`src/rtl/hssl_apb_pkg.sv`:
```
// Shared types and constants for the hssl_reg_bank APB initiator: FSM states,
// the timeout read-data pattern and register-bank address field layout.
package hssl_apb_pkg;

  typedef enum logic [1:0] {
    IDLE   = 2'd0,
    SETUP  = 2'd1,
    ACCESS = 2'd2,
    RESP   = 2'd3
  } apb_state_e;

  localparam logic [31:0] HSSL_APB_DEAD_BEEF = 32'hdead_beef;

  // Register-bank sections, found at address bits [8:6].
  localparam logic [2:0] HREGS = 3'd0;
  localparam logic [2:0] KREGS = 3'd1;
  localparam logic [2:0] MREGS = 3'd2;
  localparam logic [2:0] RREGS = 3'd3;
  localparam logic [2:0] CREGS = 3'd4;
  localparam logic [2:0] AREGS = 3'd5;
  localparam logic [2:0] SREGS = 3'd6;

  localparam int unsigned SECT_LSB  = 6;
  localparam int unsigned SECT_BITS = 3;
  localparam int unsigned REG_LSB   = 2;
  localparam int unsigned REG_BITS  = 4;

  // Byte offset of a register inside the bank, for initiators and benches.
  function automatic logic [8:0] hssl_reg_offset(input logic [2:0] section,
                                                 input logic [3:0] regnum);
    hssl_reg_offset = {section, regnum, 2'b00};
  endfunction

endpackage

```
`src/rtl/hssl_apb_master.sv`:
```
// Single-outstanding APB3 initiator for the hssl_reg_bank configuration port.
// Optional ACCESS-phase timeout is enabled by defining HSSL_APB_TIMEOUT_EN.
module hssl_apb_master
  import hssl_apb_pkg::*;
#(
  parameter int ADDR_BITS      = 40,
  parameter int DATA_BITS      = 32,
  parameter int TIMEOUT_CYCLES = 255
) (
  input  logic                 clk,
  input  logic                 reset,
  input  logic                 cmd_valid_in,
  output logic                 cmd_ready_out,
  input  logic                 cmd_write_in,
  input  logic [ADDR_BITS-1:0] cmd_addr_in,
  input  logic [DATA_BITS-1:0] cmd_wdata_in,
  output logic                 rsp_valid_out,
  input  logic                 rsp_ready_in,
  output logic                 rsp_write_out,
  output logic [DATA_BITS-1:0] rsp_rdata_out,
  output logic                 rsp_err_out,
  output logic                 apb_psel_out,
  output logic                 apb_penable_out,
  output logic                 apb_pwrite_out,
  output logic [ADDR_BITS-1:0] apb_paddr_out,
  output logic [DATA_BITS-1:0] apb_pwdata_out,
  input  logic [DATA_BITS-1:0] apb_prdata_in,
  input  logic                 apb_pready_in,
  input  logic                 apb_pslverr_in
);

  if (TIMEOUT_CYCLES < 1 || TIMEOUT_CYCLES > 255) begin : g_bad_timeout
    $error("hssl_apb_master: TIMEOUT_CYCLES must be in 1..255");
  end

  apb_state_e state_r;

`ifdef HSSL_APB_TIMEOUT_EN
  localparam logic [7:0] WAIT_LAST = 8'(TIMEOUT_CYCLES - 1);
  logic [7:0] wait_cnt_r;
`endif

  assign cmd_ready_out = (state_r == IDLE);

  // Transaction sequencer; the APB pins double as the command holding registers.
  always_ff @(posedge clk) begin
    if (reset) begin
      state_r         <= IDLE;
      apb_psel_out    <= 1'b0;
      apb_penable_out <= 1'b0;
      apb_pwrite_out  <= 1'b0;
      apb_paddr_out   <= '0;
      apb_pwdata_out  <= '0;
      rsp_valid_out   <= 1'b0;
      rsp_write_out   <= 1'b0;
      rsp_rdata_out   <= '0;
      rsp_err_out     <= 1'b0;
`ifdef HSSL_APB_TIMEOUT_EN
      wait_cnt_r      <= 8'd0;
`endif
    end else begin
      case (state_r)
        IDLE: begin
          if (cmd_valid_in) begin
            state_r        <= SETUP;
            apb_psel_out   <= 1'b1;
            apb_pwrite_out <= cmd_write_in;
            apb_paddr_out  <= {cmd_addr_in[ADDR_BITS-1:2], 2'b00};
            apb_pwdata_out <= cmd_wdata_in;
          end
        end
        SETUP: begin
          state_r         <= ACCESS;
          apb_penable_out <= 1'b1;
`ifdef HSSL_APB_TIMEOUT_EN
          wait_cnt_r      <= 8'd0;
`endif
        end
        ACCESS: begin
          if (apb_pready_in) begin
            state_r         <= RESP;
            apb_psel_out    <= 1'b0;
            apb_penable_out <= 1'b0;
            rsp_valid_out   <= 1'b1;
            rsp_write_out   <= apb_pwrite_out;
            rsp_rdata_out   <= apb_pwrite_out ? '0 : apb_prdata_in;
            rsp_err_out     <= apb_pslverr_in;
`ifdef HSSL_APB_TIMEOUT_EN
          end else if (wait_cnt_r == WAIT_LAST) begin
            // Slave never answered: abandon the transfer and report it.
            state_r         <= RESP;
            apb_psel_out    <= 1'b0;
            apb_penable_out <= 1'b0;
            rsp_valid_out   <= 1'b1;
            rsp_write_out   <= apb_pwrite_out;
            rsp_rdata_out   <= DATA_BITS'(HSSL_APB_DEAD_BEEF);
            rsp_err_out     <= 1'b1;
          end else begin
            wait_cnt_r      <= wait_cnt_r + 8'd1;
`endif
          end
        end
        RESP: begin
          if (rsp_ready_in) begin
            state_r       <= IDLE;
            rsp_valid_out <= 1'b0;
          end
        end
        default: begin
          state_r         <= IDLE;
          apb_psel_out    <= 1'b0;
          apb_penable_out <= 1'b0;
          rsp_valid_out   <= 1'b0;
        end
      endcase
    end
  end

endmodule

```
`config.mk`:
```
export PLATFORM = sky130hd
export DESIGN_NAME = hssl_apb_master
export DESIGN_NICKNAME = d
export VERILOG_FILES = /design/src/rtl/hssl_apb_pkg.sv /design/src/rtl/hssl_apb_master.sv
export SDC_FILE = /design/constraint.sdc
export NUM_CORES = 1
export LEC_CHECK = 0
export BUFFER_PORTS_ARGS = -buffer_cell sky130_fd_sc_hd__buf_2
export CORE_MARGIN = 3
export CORE_UTILIZATION = 44
export CTS_CLUSTER_SIZE = 8
export DETAILED_ROUTE_END_ITERATION = 6
export PLACE_DENSITY = 0.83
export SLEW_MARGIN = 15
export SYNTH_ARGS = -nofsm -noshare
export SYNTH_HDL_FRONTEND = slang
export SYNTH_SLANG_ARGS = --single-unit
```
`constraint.sdc`:
```
create_clock -name clk -period 1.56 [get_ports clk]
set_input_delay 0.156 -clock clk [delete_from_list [all_inputs] [get_ports clk]]
set_output_delay 0.156 -clock clk [all_outputs]
set_load 0.01 [all_outputs]
```
==> flow_summary.yaml <==
floorplanning:
  initial_core_util_pct: 46.1
  top_level_ports: 222
  core_sq_mm: 0.00885
  die_area_sq_mm: 0.0105
  die_h_um: 102
  row_count: 34
  fp.dieW_um: 102
hold_path:
  min_to: "apb_pwdata_out[22]"
  hp-start: "cmd_wdata_in[22]"
  worst_hold_path_type: "in2reg"
  holdPathStages: 3
pwr:
  powerDensity_mw_per_mm2: 1370
  clkPwrFrac_pct: 23.5
  seqPwrFrac_pct: 45.7
  power.leakage_uw: 0.00262
  p_comb_share_pct: 30.8
  p_sw_uw: 2550
  p_sw_share_pct: 33.2
  intPower_uw: 5140
  ir_drop_v: 0.000677
placed_design:
  portBuffers: 217
  placed_cell_area_sq_mm: 0.00525
  gp_congestion: 0.786
  place_hpwl_um: 7740
  dpl.cell_count: 795
logic_synthesis:
  synthTopCellsByArea: "dfxtp_1 54%, nand2_1 17%, a21oi_1 13%"
  async_reset_ff_share_pct: 0
  ys_seq_elements: 110
  synth_top_cell_by_area: "dfxtp_1"
  syn_area_sq_mm: 0.00408
  yosysMostFrequentCell: "nand2_1"
  synth.distinct_cells: 24
  synth_top_area_share_pct: 54.0
  synth-seq-area-share_pct: 54.0
  synth_edf_count: 0
  netlist_instances: 499
  yosysWarnings: 0
  synthFlopType: "dfxtp_1"
  syn_avg_cell_area_sq_um: 8.17
  yosys-top-cells-count: "184 x nand2_1, 110 x dfxtp_1, 106 x a21oi_1, 32 x nand3b_1, 20 x clkbuf_1"
final_layout:
  syn2layout_area_growth_pct: 37.3
  layout.nets: 824
  fin_util_pct: 63.3
  diodes: 0
  final_cell_area_sq_mm: 0.00560
  layout.cells.non_filler: 820
  layout-drive-gt1-share_pct: 35.3
setup_path:
  critical_path_class: "reg2reg"
  reg2regPathDepth: 5
  cpLargestDelayFamily: "simple AND/OR/NAND/NOR gates"
  cp-start-kind: "flip-flop"
  critPathRequiredTime_ps: 1800
  path_cells: "inv_1 -> ha_1 -> nor2b_1 -> or4_1 -> o211a_1"
  rr_startpoint: "state_r[0]"
  critPathArrivalTime_ps: 1750
  regToRegEndpoint: "state_r[0]"
  crit_buf_inv: 1
  max_stage_delay_ps: 400
  path_max_fanout: 4
  worst_setup_path_end_kind: "flip-flop"
  rrSetupSlack_ps: 60
  cpMaxStageDelayCell: "or4_1"
global_routing:
  grt_usage_pct: 20.2
  grt_pass1_wl_um: 17000
  grt_pass1_vias: 3729
  grt_max_degree: 72
  grt_overflow: 0
  antenna_found_initial: 0
clock_tree:
  cts_tree: "done"
  path_clk_slew_ps: 110
  worstSkewPairLatency_ps: 360
  post_cts_buffers: 0
  clock_path_buffers: 2
  cts_sinks: 110
  clock-root-buffer: "clkbuf_8"
  cts_made_buffers: 9
  h-tree-depth: 3
sta:
  rsz0062_at_grt: "true"
  setup_viol: 0
  fin_skew_ps: 15.1
  period_minus_slack_ps: 1500
  drv_slew: 0
  period_share_pct: 96.3
  setup-tns-final_ps: 0
  hold-worst-slack_ps: 25.4
  max_freq_ghz: 0.666
  hold_violations: 0
route:
  antenna_left: 0
  vias: 4084
  drc: 0
  wirelength_um: 11300
  routed_via_density: 4.98
  routedWlPerCell_um: 13.7
  initialDrtViolationCount: 142
  dr.pass1.iters: 6
outcome:
  outcome: "complete, no violations"
run:
  maxCapViolations: 0
## flip-flops by register name (all words and copies together), names as in the netlist, 2 cells and up
register and cells:
rsp_rdata_out 32, apb_pwdata_out 32, apb_paddr_out 38, state_r 2
## stage by stage
stage               worst slack, ps  total power, uW
finish                         57.5             7690
global route                  -18.5             8170
CTS                            3.80             7620
detailed placement             24.8             5820
global placement               85.6             5710
floorplan                       103             4890
## logic make-up after synthesis
kind of cell,synth area share [%]
AOI/OAI and AO/OA,13.8
buffers and inverters,5.09
other,0.0920
DFF,54.0
adders and majority gates,1.84
muxes,0.767
and+or+nand+nor,24.4
## cell usage in the layout, fill, tap and decap left out, types with 2 or more instances in the layout
cell	count
buf_12	6
nand2_1	183
nor2b_1	3
inv_1	3
a21oi_1	106
dlygate4sd3_1	7
clkinv_4	2
conb_1	2
clkbuf_8	11
nand3b_1	32
dfxtp_1	108
nor2_1	2
ha_1	5
mux2i_1	2
inv_6	2
clkbuf_16	2
buf_4	4
buf_2	216
## worst max path at each step
stage	start	end	slack, ps	depth (start not counted)
floorplan	state_r[0]	state_r[0]	100	4
global placement	state_r[0]	state_r[0]	90	5
detailed placement	state_r[0]	state_r[0]	20	5
CTS	state_r[0]	state_r[0]	4	5
global route	state_r[0]	apb_pwrite_out	-20	6
finish	state_r[0]	state_r[0]	60	5
## layout make-up
type | count | area, sq um
clock buffer | 11 | 151
clock inverter | 5 | 65.1
fill | 770 | 3250
inverter | 3 | 11.3
multi-input combinational | 348 | 1680
sequential | 110 | 2210
tap | 108 | 135
timing repair buffer | 235 | 1350
## power groups by stage
| stage | Combinational, uW | Sequential, uW | Clock, uW |
|---|---|---|---|
| 3_3_place_gp | 2180 | 3540 | 0 |
| 3_5_place_dp | 2260 | 3570 | 0 |
| 6_report | 2370 | 3510 | 1800 |
| 2_1_floorplan | 1110 | 3780 | 0 |
| 4_1_cts | 2270 | 3510 | 1850 |
| 5_1_grt | 2630 | 3570 | 1970 |
## layer usage
metal | global-route usage, % | up-vias | share of wire (%)
met5 | 0 | - | 0
met4 | 7.57 | 0 | 2.1
met3 | 5.39 | 17 | 7.9
met2 | 35.9 | 191 | 51
met1 | 23.2 | 1843 | 39
li1 | - | 2033 | -
## worst register-to-register path: stages, from the launching register on
cell     delay, ps
dfxtp_4        370
inv_1           90
ha_1           250
nor2b_1        150
or4_1          400
o211a_1        140
## what timing repair did
action	4_1_cts	5_1_grt
hold buffers	6	1
endpoints found under the hold margin	6	1
gates resized for setup	0	4
endpoints found under the setup margin	0	72
(Power assumes the default switching activity.)
